--- src/rtl/atuador_valvula_agua_if.sv ---
// rtl/atuador_valvula_agua_if.sv - request/limit-switch inputs and drive/status outputs of the valve actuator
interface atuador_valvula_agua_if;
    logic       S_req;
    logic       fim_curso;
    logic       valvula;
    logic       aberta;
    logic       falha;
    logic [1:0] estado;

    modport master (
        output S_req,
        output fim_curso,
        input  valvula,
        input  aberta,
        input  falha,
        input  estado
    );

    modport slave (
        input  S_req,
        input  fim_curso,
        output valvula,
        output aberta,
        output falha,
        output estado
    );
endinterface

--- src/rtl/atuador_valvula_agua.sv ---
// rtl/atuador_valvula_agua.sv - debounced valve actuator FSM with open timeout, minimum on-time and fault latch
// Optional macro AUTO_REARME_EN: FALHA returns to FECHADA once the filtered request is low.
module atuador_valvula_agua #(
    parameter int DEB_CYCLES   = 4,
    parameter int OPEN_TIMEOUT = 16,
    parameter int MIN_ON       = 8,
    parameter int CW           = 8
) (
    input  logic                   clk,
    input  logic                   rst,
    atuador_valvula_agua_if.slave  bus
);
    typedef enum logic [1:0] {
        FECHADA = 2'b00,
        ABRINDO = 2'b01,
        ABERTA  = 2'b10,
        FALHA   = 2'b11
    } state_t;

    localparam logic [CW-1:0] L_DEB_LAST = CW'(DEB_CYCLES - 1);
    localparam logic [CW-1:0] L_TO_LAST  = CW'(OPEN_TIMEOUT - 1);
    localparam logic [CW-1:0] L_MIN_ON   = CW'(MIN_ON);

    state_t        r_state;
    logic          r_req_f;
    logic [CW-1:0] r_deb_cnt;
    logic [CW-1:0] r_timer;

    // Filtered request only follows S_req after DEB_CYCLES consecutive differing samples.
    always_ff @(posedge clk) begin
        if (rst) begin
            r_req_f   <= 1'b0;
            r_deb_cnt <= '0;
        end else if (bus.S_req == r_req_f) begin
            r_deb_cnt <= '0;
        end else if (r_deb_cnt == L_DEB_LAST) begin
            r_req_f   <= bus.S_req;
            r_deb_cnt <= '0;
        end else begin
            r_deb_cnt <= r_deb_cnt + 1'b1;
        end
    end

    always_ff @(posedge clk) begin
        if (rst) begin
            r_state <= FECHADA;
            r_timer <= '0;
        end else begin
            case (r_state)
                FECHADA: begin
                    if (r_req_f) begin
                        r_state <= ABRINDO;
                        r_timer <= '0;
                    end
                end
                ABRINDO: begin
                    if (!r_req_f) begin
                        r_state <= FECHADA;
                    end else if (bus.fim_curso) begin
                        r_state <= ABERTA;
                        r_timer <= '0;
                    end else if (r_timer == L_TO_LAST) begin
                        r_state <= FALHA;
                    end else begin
                        r_timer <= r_timer + 1'b1;
                    end
                end
                ABERTA: begin
                    if (r_timer != L_MIN_ON) begin
                        r_timer <= r_timer + 1'b1;
                    end
                    // Losing the limit switch outranks a legitimate close.
                    if (!bus.fim_curso) begin
                        r_state <= FALHA;
                    end else if (!r_req_f && (r_timer == L_MIN_ON)) begin
                        r_state <= FECHADA;
                    end
                end
                FALHA: begin
`ifdef AUTO_REARME_EN
                    if (!r_req_f) begin
                        r_state <= FECHADA;
                    end
`else
                    r_state <= FALHA;
`endif
                end
                default: r_state <= FECHADA;
            endcase
        end
    end

    assign bus.valvula = (r_state == ABRINDO) || (r_state == ABERTA);
    assign bus.aberta  = (r_state == ABERTA);
    assign bus.falha   = (r_state == FALHA);
    assign bus.estado  = r_state;
endmodule

--- src/flat_wrapper.sv ---
// flat-port wrapper written by rule: the top's interface ports become plain ports
module atuador_valvula_agua_flat 
#(
    parameter int DEB_CYCLES   = 4,
    parameter int OPEN_TIMEOUT = 16,
    parameter int MIN_ON       = 8,
    parameter int CW           = 8
)
  (clk, rst, bus_S_req, bus_fim_curso, bus_valvula, bus_aberta, bus_falha, bus_estado);
  atuador_valvula_agua_if bus_i ();
  input  logic clk;
  input  logic rst;
  input wire logic [$bits(bus_i.S_req)-1:0] bus_S_req;
  input wire logic [$bits(bus_i.fim_curso)-1:0] bus_fim_curso;
  output wire logic [$bits(bus_i.valvula)-1:0] bus_valvula;
  output wire logic [$bits(bus_i.aberta)-1:0] bus_aberta;
  output wire logic [$bits(bus_i.falha)-1:0] bus_falha;
  output wire logic [$bits(bus_i.estado)-1:0] bus_estado;
  assign bus_i.S_req = bus_S_req;
  assign bus_i.fim_curso = bus_fim_curso;
  assign bus_valvula = bus_i.valvula;
  assign bus_aberta = bus_i.aberta;
  assign bus_falha = bus_i.falha;
  assign bus_estado = bus_i.estado;
  atuador_valvula_agua #(.DEB_CYCLES(DEB_CYCLES), .OPEN_TIMEOUT(OPEN_TIMEOUT), .MIN_ON(MIN_ON), .CW(CW)) u_core (.clk(clk), .rst(rst), .bus(bus_i));
endmodule
--- config.mk ---
export PLATFORM = sky130hd
export DESIGN_NAME = atuador_valvula_agua_flat
export DESIGN_NICKNAME = d
export VERILOG_FILES = /design/src/rtl/atuador_valvula_agua_if.sv /design/src/rtl/atuador_valvula_agua.sv /design/src/flat_wrapper.sv
export SDC_FILE = /design/constraint.sdc
export NUM_CORES = 1
export LEC_CHECK = 0
export BUFFER_PORTS_ARGS = -buffer_cell sky130_fd_sc_hd__clkbuf_2
export CORE_MARGIN = 2
export CORE_UTILIZATION = 24
export CTS_CLUSTER_SIZE = 25
export DETAILED_ROUTE_END_ITERATION = 12
export HOLD_SLACK_MARGIN = 0.06
export PLACE_DENSITY = 0.37
export SLEW_MARGIN = 20
export SYNTH_ARGS = -nofsm -noshare
export SYNTH_HDL_FRONTEND = slang
export SYNTH_SLANG_ARGS = --single-unit
--- constraint.sdc ---
create_clock -name clk -period 3.61 [get_ports clk]
set_clock_uncertainty 0.2 [all_clocks]
set_input_delay 0.1805 -clock clk [delete_from_list [all_inputs] [get_ports clk]]
set_output_delay 0.1805 -clock clk [all_outputs]
set_load 0.03 [all_outputs]
* Word level (Yosys, flattened, before mapping)
Cells that the tools add are included.
** Storage, ports and cells
- Bits in registers :: 19
- Input port bits :: 4
- Output and inout port bits :: 5
- Word-level logic and storage cells :: 43
** Operators by class
- $add $sub $neg :: 2
- Eq/ne operators :: 14
- Multiplexer cells :: 13
- Bitwise gates (word level) :: 1
- Reduce and logical (&&, ||, !) cells :: 9
** Operator list (number)
- 8-bit 2-to-1 mux :: 5
- 8-bit one-hot mux with 3 select lines :: 1
- 8-bit by 1-bit adder with 8-bit output, second input constant :: 2
- 8-bit by 4-bit == test with 1-bit output, second input constant :: 2
- 2-bit 2-to-1 mux :: 6
- 8-bit by 2-bit == test with 1-bit output, second input constant :: 1
- 8-bit by 4-bit != test with 1-bit output, second input constant :: 1
- 2-bit one-hot mux with 4 select lines :: 1
- 2-bit by 1-bit != test with 1-bit output, second input constant :: 3
- 5-bit AND reduction :: 1
- 2-bit == test, second input constant :: 2
- 4-bit != test, second input constant :: 1
- 3-bit by 2-bit != test with 1-bit output, second input constant :: 1
- 3-bit != test, second input constant :: 1
- 3-bit AND reduction :: 1
- 3-bit nonzero test :: 1
- 3-bit OR reduction :: 1
- 2-bit by 1-bit == test with 1-bit output, second input constant :: 1
- 2-bit zero test :: 1
- 2-bit AND reduction :: 1
- 1-bit == test :: 1
- 1-bit logical AND :: 1
- 1-bit zero test :: 1
- 1-bit logical OR :: 1
- 1-bit inverter :: 1

* Logic depth before layout (Yosys ltp)
Gate-level depths: netlist of the first run.
- Word-level depth :: 5
- Depth in mapped cells :: 6
- Mapped depth without buffers :: 6

* Worst setup path after synthesis of the first run
Ideal clock, no wire load.
- Path kind :: register to register
- Start :: register u_core.r_state[0] (netlist: u_core.bus.estado[0])
- End :: register u_core.r_timer[0]
- Library setup time :: 0.071 ns
- Data arrival time :: 2.128 ns
- Data required time :: 3.339 ns
- Slack :: 1.211 ns
- Stages on the path, launching flop included :: 7
- Buffers on the path :: 0
- Period minus slack after synthesis :: 2.399 ns
- Cell sequence :: dfxtp_1 > inv_1 > ha_1 > nand4b_1 > o221ai_4 > or4_2 > a21oi_1
** On the way
- Word-level cells in the longest chain between the ends :: 3
- Elaborated cells between the ends (all ways) :: 10
- Classes of those cells :: 6 x eq/ne; 1 x mux; 3 x reduce/logical
** RTL lines
- start: declaration :: RTL line atuador_valvula_agua.sv:24 : state_t r_state;
- start signal: assignment :: RTL line atuador_valvula_agua.sv:46 : r_state <= FECHADA;
- start signal: assignment :: RTL line atuador_valvula_agua.sv:52 : r_state <= ABRINDO;
- start signal: assignment :: RTL line atuador_valvula_agua.sv:58 : r_state <= FECHADA;
- 2-bit == test *
- net bus_aberta :: RTL line flat_wrapper.sv:16 : output wire logic [$bits(bus_i.aberta)-1:0] bus_aberta;
- 2-bit by 1-bit != test with 1-bit output (no line) / 3-bit nonzero test (equally long branches)
- 5-bit AND reduction (no line)
- end signal: assignment :: RTL line atuador_valvula_agua.sv:65 : r_timer <= r_timer + 1'b1;
- end signal: assignment :: RTL line atuador_valvula_agua.sv:70 : r_timer <= r_timer + 1'b1;
- end: declaration :: RTL line atuador_valvula_agua.sv:27 : logic [CW-1:0] r_timer;
Mark *: on every way through the listed nets, which the timed path passes. The rest lies on a longest branch.
A chain may end at the register's enable or synchronous reset.

* Final worst setup path of the first run
- Start :: register u_core.r_timer[0]
- End :: register u_core.r_state[1] (netlist: u_core.bus.estado[1])
** On the way
- Word-level cells in the longest chain between the ends :: 4
- Elaborated cells between the ends (all ways) :: 6
- Classes of those cells :: 4 x eq/ne; 2 x reduce/logical
** RTL lines
- 8-bit by 4-bit == test with 1-bit output :: RTL line atuador_valvula_agua.sv:75 : end else if (!r_req_f && (r_timer == L_MIN_ON)) begin
- 1-bit logical AND :: RTL line atuador_valvula_agua.sv:75
- 3-bit by 2-bit != test with 1-bit output (no line)
- 3-bit AND reduction (no line) *
- end signal: assignment :: RTL line atuador_valvula_agua.sv:74 : r_state <= FALHA;
- end signal: assignment :: RTL line atuador_valvula_agua.sv:76 : r_state <= FECHADA;
- end signal: assignment :: RTL line atuador_valvula_agua.sv:85 : r_state <= FALHA;
Every way passes the cells marked *; elsewhere a longest branch is shown, timed or not.

==> flow_results.org, run 1 <==
** Drt
- Routed Antenna Nets :: 0
- Number of remaining DRC errors :: 0
- Drt total wl :: 2720 µm
- The detailed router finished its first iteration with 64 violations.
- After detailed routing, the average wire length per cell comes to 13.1 µm.
- For this block, the via count after detailed routing is 1,010.
- Pre-Repair DR Iteration Count :: 4
- Via density per instance :: 4.88

** Layout
- Layout cell share with drive strength beyond 1 :: 0.157
- Antenna Diode Count :: 0
- Finished layout cell area :: 1350 µm²
- Relative to the synthesized area, the layout overhead comes to 13.6%.
- The net count of the finished layout is 153.

** Clock network
- TritonCTS built the clock tree.
- The number of gates resized after CTS was 0.
- Clock-pin slew reported for the worst setup and hold paths after clock tree synthesis :: 0.08 ns
- Clock latency on the worst-skew pair, taken at its later pin, is 0.25 ns.
- Number of hold-repair buffers added at the cts stage :: 1
- Clock tree root driver cell :: sky130_fd_sc_hd__clkbuf_8
- Maximum count of clock buffers along a single path :: 2
- Counting the buffers created by CTS gives 3.
- After clock tree synthesis, the setup repair step added 0 buffers.
- CTS built an H-tree with a depth of 1.
- Number of clock sinks :: 19

** Run
- Reported max-cap violation count :: 0

** Setup path
- R2R setup slack :: 1.32 ns
- The setup path with the least slack is of type register to register.
- Path depth of the worst reg2reg path :: 5
- Critical path endpoint category :: register
- Data on the critical path arrives at its endpoint at 2.25 ns.
- Required time reported for the critical path endpoint :: 3.57 ns
- In this run the critical register-to-register path is captured at u_core.bus.estado[1].
- The worst register-to-register path begins at u_core.r_timer[0].
- Largest fanout on the critical path :: 6
- STA classifies the critical path startpoint as a register.

** Synthesis
- After synthesis the netlist holds a flip-flop and latch count of 19.
- Warning count from the yosys run :: 0
- Synthesis produced a netlist whose cell count is 130.
- Averaged over all synthesized cells, the footprint is 9.10 µm².
- When the netlist entered floorplanning its net count stood at 142.
- Sequential area share after synthesis :: 0.321
- In this run, distinct cell masters in the synthesized netlist total 43.
- Synthesized cell area :: 1180 µm²

** Timing
- Worst hold margin :: 0.134 ns
- Setup violators final :: 0
- Highest Clock Rate :: 437 MHz
- Setup TNS :: 0 ns
- At the pin with the least slew margin, the transition time is 0.520 ns.
- RSZ-0062 raised after global routing :: false
- In the finished design, the share of the clock period the worst path needs comes to 0.634.
- The number of max-slew violations in the final report was 0.
- The worst path needs 2.29 ns of the cycle, external delays included.
- Headroom to the max-slew limit :: 0.653
- Final Hold Vio Count :: 0

** Floorplan
- The die covers 5510 µm².
- The floorplan step defined a core boundary enclosing 4750 µm².
- The floorplan step set the die height to 74.2 µm.
- In this run the core area contains 25 standard-cell rows.
- From left edge to right edge, the die measures 74.2 µm.
- The initial utilization of the core area, before any placement, comes to 0.249.
- Number of ports placed on the die boundary :: 9

** GRT
- The number of global-route vias before repair came to 900.
- The initial antenna violation count came to 0.
- GRT Util Overall :: 0.106
- Global-route wire length before repair :: 4440 µm
- Summed over all layers, the global routing overflow is 0.
- Entering global routing, the biggest net connects 16 pins.

** Min path
- The worst hold path terminates at u_core.r_timer[6].
- Hold path startpoint :: rst
- Worst Hold Depth :: 2
- Classification of the worst-slack hold path :: primary input to register

** Place
- Last weighted congestion value of the routability-driven placer :: 0.744
- During placement, the flow inserted port buffers numbering 8.
- Summed over all nets, the half-perimeter wirelength after detailed placement is 2060 µm.
- The placed instances occupy a cell area of 1290 µm².

** Power
- Final total power :: 0.000429 W
- Power spread over the standard cell area amounts to 319 nW/µm².
- Summed over all cells, the static leakage comes to 0.463 nW.
- The worst-case IR drop observed on VDD is 148 µV.

** Run status
- Status :: completed
==> metrics by stage <==
stage | util | std cells | setup slack (ns)
after floorplan | - | 130 | 1.21
after global placement | 0.271 | 202 | 1.37
after detailed placement | 0.271 | 202 | 1.35
after CTS | 0.283 | 207 | 1.33
after global routing | 0.283 | 207 | 1.17
final | 0.283 | 207 | 1.32
==> sequential cells by signal, summed over array words and instances, names as in the netlist <==
register	flops
u_core.bus.estado	2
u_core.r_req_f	1
u_core.r_deb_cnt	8
u_core.r_timer	8
==> cells in the mapped netlist (all sizes together) <==
cell	count	share of area
a31o	1	0.0074
nor2	15	0.048
o21a	4	0.025
ha	8	0.085
nor3	5	0.035
nand4b	1	0.0074
a32o	5	0.043
nand4	1	0.0053
xor2	5	0.037
o221ai	4	0.044
inv	8	0.025
buf	1	0.0095
or4	2	0.014
o41ai	1	0.014
o2111ai	2	0.015
nor4	1	0.0053
and2	1	0.0053
nor4b	1	0.0074
a211oi	2	0.013
and3b	1	0.0074
nand2b	1	0.0053
xnor2	2	0.015
nand3	8	0.034
nand2	5	0.016
and3	3	0.016
nor3b	1	0.0063
clkbuf	2	0.0063
o211ai	2	0.013
nand4bb	1	0.0095
o21ai	4	0.026
nor2b	5	0.026
a21oi	4	0.017
a211o	2	0.016
a221oi	2	0.020
dfxtp	19	0.32
==> layout make-up <==
class                           instances  area (µm²)
Clock buffer                            3        41.3
Sequential cell                        19         380
Timing Repair Buffer                    9        50.0
Tap cell                               67        83.8
Clock inverter                          1        5.00
Multi-Input combinational cell        100         754
Inverter                                8        30.0
Fill cell                             536        3410
==> metal layers <==
layer,part of all wire,vias to the layer above,track usage
met5,0,-,0
met4,0.0029,0,0.0119
met3,0.035,2,0.0325
met2,0.45,18,0.163
met1,0.51,482,0.152
li1,-,508,-
==> critical path, cell delays in order (launching register included) <==
cell and delay [ns]:
sky130_fd_sc_hd__dfxtp_1 0.42, sky130_fd_sc_hd__ha_1 0.25, sky130_fd_sc_hd__nand3_1 0.29, sky130_fd_sc_hd__a221oi_1 0.59, sky130_fd_sc_hd__nand2_1 0.16, sky130_fd_sc_hd__o41ai_2 0.29
==> worst max-delay path by stage <==
stage	end	startpoint	slack [ns]	depth (start not counted)
4_1_cts	u_core.r_timer[0]	u_core.bus.estado[1]	1.33	6
6_report	u_core.bus.estado[1]	u_core.r_timer[0]	1.32	5
3_5_place_dp	u_core.r_timer[0]	u_core.bus.estado[1]	1.35	6
2_1_floorplan	u_core.r_timer[0]	u_core.bus.estado[0]	1.21	6
3_3_place_gp	u_core.r_timer[0]	u_core.bus.estado[1]	1.37	6
5_1_grt	u_core.bus.estado[1]	u_core.bus.estado[0]	1.17	6
==> layout by cell type (no fill, tap or decap), types with 3 or more instances in the layout <==
cell type / n
sky130_fd_sc_hd__dfxtp_1: 19
sky130_fd_sc_hd__nor2_1: 15
sky130_fd_sc_hd__inv_1: 8
sky130_fd_sc_hd__nand3_1: 8
sky130_fd_sc_hd__ha_1: 8
sky130_fd_sc_hd__clkbuf_2: 8
sky130_fd_sc_hd__nand2_1: 5
sky130_fd_sc_hd__nor2b_1: 5
sky130_fd_sc_hd__xor2_1: 5
sky130_fd_sc_hd__o21a_1: 4
sky130_fd_sc_hd__a32o_1: 4
sky130_fd_sc_hd__a21oi_1: 4
sky130_fd_sc_hd__nor3_1: 3
sky130_fd_sc_hd__o221ai_1: 3
sky130_fd_sc_hd__o21ai_0: 3
sky130_fd_sc_hd__and3_1: 3
sky130_fd_sc_hd__clkbuf_8: 3
==> power breakdown <==
group | switching, W | leakage (nW) | total (W) | internal, W
registers | 0.00000337 | 0.153 | 0.000216 | 0.000212
clock network | 0.0000728 | 0.0255 | 0.000149 | 0.0000766
logic | 0.0000407 | 0.284 | 0.0000639 | 0.0000231
==> cell families (layout without fill, tap and decap cells) <==
kind of cell	after synthesis	after routing	synth area share
buf+inv	11	21	0.0412
xor+xnor	7	7	0.0518
fa+ha+maj	8	8	0.0846
flops	19	19	0.321
compound gates	33	33	0.254
simple gates	52	52	0.247
Note: power is estimated with default switching activity, not from simulation.
==> run 2: changes to the inputs <==
--- a/config.mk
+++ b/config.mk
@@ -11,7 +11,7 @@
 export CTS_CLUSTER_SIZE = 25
 export DETAILED_ROUTE_END_ITERATION = 12
 export HOLD_SLACK_MARGIN = 0.06
-export PLACE_DENSITY = 0.37
+export PLACE_DENSITY = 0.38
 export SLEW_MARGIN = 20
 export SYNTH_ARGS = -nofsm -noshare
 export SYNTH_HDL_FRONTEND = slang
==> constraint.sdc (replaced) <==
create_clock -name clk -period 2 [get_ports clk]
set_clock_uncertainty 0.2 [all_clocks]
set_input_delay 0.1 -clock clk [delete_from_list [all_inputs] [get_ports clk]]
set_output_delay 0.1 -clock clk [all_outputs]
set_load 0.03 [all_outputs]
==> flow_results.org, run 2 (synthesis results as in run 1) <==
** GRT
- Met1 demand-to-capacity share in global routing :: 0.159 (+0.00695)
- The largest net degree at the start of global routing came to 16 (unchanged).
- Most Used Layer, Global Route :: met2
- Number of antenna violations at the first check in global routing :: 0 (unchanged)
- The global-route congestion overflow total came to 0 (unchanged).
- Met3 demand-to-capacity share in global routing :: 0.0325 (unchanged)
- Global routing met2 resource utilization :: 0.195 (+0.0327)
- The overall track demand over capacity in global routing came to 0.119 (+0.0124).
- Global-route wire length before repair :: 5070 µm (+14%)
- Via count of the first global-routing pass :: 1,068 (+19%)

** Power
- LEAKAGE :: 0.588 nW (+27%)
- Final total power :: 0.000828 W (+93%)
- The ratio of total power to cell area was 514 nW/µm² (+61%).
- IR drop worst, VDD :: 207 µV (+40%)

** Floorplan
- The I/O pin total is 9 (unchanged).
- Starting utilization of the core area :: 0.249 (unchanged)
- Die Area :: 5510 µm² (unchanged)
- DIE HEIGHT :: 74.2 µm (unchanged)
- The horizontal die dimension is 74.2 µm (unchanged).
- The standard-cell row count came to 25 (unchanged).
- Area of the core region :: 4750 µm² (unchanged)

** Drt
- The routed length per placed instance is 13.0 µm (-0.84%).
- Number of remaining DRC errors :: 0 (unchanged)
- Routed Antenna Nets :: 0 (unchanged)
- Via count :: 1,081 (+7.0%)
- The ratio of routed vias to standard cells came to 4.72 (-3.3%).
- The starting DRC count in detailed routing was 19 (-70%).
- The routed wire length came to 2990 µm (+9.7%).
- The total iterations of the first detailed-routing run came to 4 (unchanged).

** Layout
- Commonest cells after routing, fill and taps aside :: sky130_fd_sc_hd__buf_4 (19), sky130_fd_sc_hd__dfxtp_1 (15), sky130_fd_sc_hd__nor2_1 (14)
- Layout cell share with drive strength beyond 1 :: 0.352 (+0.195)
- The area growth from synthesis to layout is 36.0%.
- The count of placed standard cells in the final layout, fillers left out was 229 (+11%).
- The area of all sequential standard cells is 390 µm² (+2.6%).
- Filler cell count :: 523 (-2.4%)
- Area taken by multi-input logic gates :: 830 µm² (+10%)
- The final core utilization was 0.339 (+0.0558).
- Antenna Diode Count :: 0 (unchanged)
- The library cell used most frequently in the layout, excluding fill and tap cells, is sky130_fd_sc_hd__buf_4.
- The layout net count was 175 (+14%).

** Timing
- Worst hold margin :: 0.163 ns (+0.0286 ns)
- The setup TNS came to 0 ns (unchanged).
- The number of max-slew violations in the final report came to 0 (unchanged).
- Final Hold Vio Count :: 0 (unchanged)
- The normalized max-slew margin came to 0.728 (+0.0748).
- The minimum clock period after layout was 1.97 ns (-0.319 ns).
- The final worst-path cycle share came to 0.985 (+0.351).
- The slew of the pin with the lowest slew margin came to 0.402 ns (-0.118 ns).
- Setup repair after global routing could not meet its margin everywhere.
- The final count of negative-setup-slack endpoints is 0 (unchanged).
- Highest Clock Rate :: 508 MHz (+16%)

** Setup path
- R2R setup slack :: 0.03 ns (-1.29 ns)
- Path depth of the worst reg2reg path :: 5 (unchanged)
- The startpoint identified for the worst register-to-register timing path is u_core.r_timer[4].
- Required time reported for the critical path endpoint :: 1.95 ns (-1.62 ns)
- Nature of the critical path startpoint :: register
- In this run the worst setup path begins at u_core.r_timer[4].
- Data arrival at the endpoint of the critical path :: 1.92 ns (-0.33 ns)
- Reg-to-Reg End :: u_core.r_timer[3]
- Largest fanout on the critical path :: 5 (-1)
- Critical setup path kind :: register to register
- Critical path endpoint category :: register

** Min path
- In this run the most critical hold path is launched from bus_fim_curso.
- Worst Hold Depth :: 5 (+3)
- Hold endpoint :: u_core.r_timer[0]
- The tightest min-delay check is of the primary input to register type.

** Clock network
- The CTS sink count came to 19 (unchanged).
- Later-pin clock latency in the skew report :: 0.26 ns (about the same)
- Clock buffer count from CTS :: 3 (unchanged)
- The buffer levels on the longest clock path came to 2 (unchanged).
- CTS tree :: yes
- Clock tree root driver cell :: sky130_fd_sc_hd__clkbuf_8
- Clock-pin slew reported for the worst setup and hold paths after clock tree synthesis :: 0.07 ns (about the same)
- Htree depth :: 1 (unchanged)

** Place
- The final RePlAce weighted congestion came to 0.793 (+6.6%).
- The count of placed standard cells including taps came to 218 (+7.9%).
- The number of buffers added on ports was 8 (unchanged).
- Post-DP HPWL :: 2220 µm (+7.7%)

** Run status
- Status :: completed

** Run
- The number of max-capacitance violations reported came to 0 (unchanged).
## run 2: timing repair
| item | in CTS | in global routing |
|---|---|---|
| setup buffers | 0 | 5 |
| hold endpoints to repair | 3 | 0 |
| pin swaps | 1 | 2 |
| setup endpoints to repair | 2 | 10 |
| hold buffers | 2 | 0 |
| gates resized for setup | 1 | 12 |
## run 2: layer usage
metal  vias up  share of wire
li1        555              -
met3         4          0.025
met2        10           0.46
met1       512           0.51
met4         0         0.0097
met5         -              0
## run 2: report_power, final
group          switching (W)  total (W)  internal [W]
Combinational      0.0000863   0.000158     0.0000717
Clock               0.000139   0.000279      0.000140
Sequential        0.00000743   0.000390      0.000383
## run 2: worst max-delay path by stage
stage | end | slack (ns) | depth (start not counted)
2_1_floorplan | u_core.r_timer[0] | 0.006 | 6
3_3_place_gp | u_core.r_timer[3] | -0.02 | 5
3_5_place_dp | u_core.r_timer[0] | -0.002 | 6
4_1_cts | u_core.r_timer[3] | 0.0008 | 5
5_1_grt | u_core.r_timer[3] | -0.03 | 5
6_report | u_core.r_timer[3] | 0.03 | 5
## run 2: critical path: stages (launching register included)
cell	delay (ns)
sky130_fd_sc_hd__dfxtp_1	0.31
sky130_fd_sc_hd__or4_4	0.53
sky130_fd_sc_hd__buf_6	0.15
sky130_fd_sc_hd__o221ai_4	0.29
sky130_fd_sc_hd__nor3_4	0.10
sky130_fd_sc_hd__a32o_2	0.27
## run 2: layout make-up
| class | instances | area share |
|---|---|---|
| multi-input cells | 100 | 0.515 |
| flip-flops and latches | 19 | 0.242 |
| repair buffers | 31 | 0.140 |
| well taps | 67 | 0.0521 |
| clock buffers | 3 | 0.0256 |
| inverters | 8 | 0.0202 |
| clock inverters | 1 | 0.00466 |
## run 2: stage by stage
step	worst slack [ns]	area, µm²
floorplan	0.00649	1230
global placement	-0.0171	1450
detailed placement	-0.00225	1450
CTS	0.000789	1530
global route	-0.0334	1610
finish	0.0309	1610
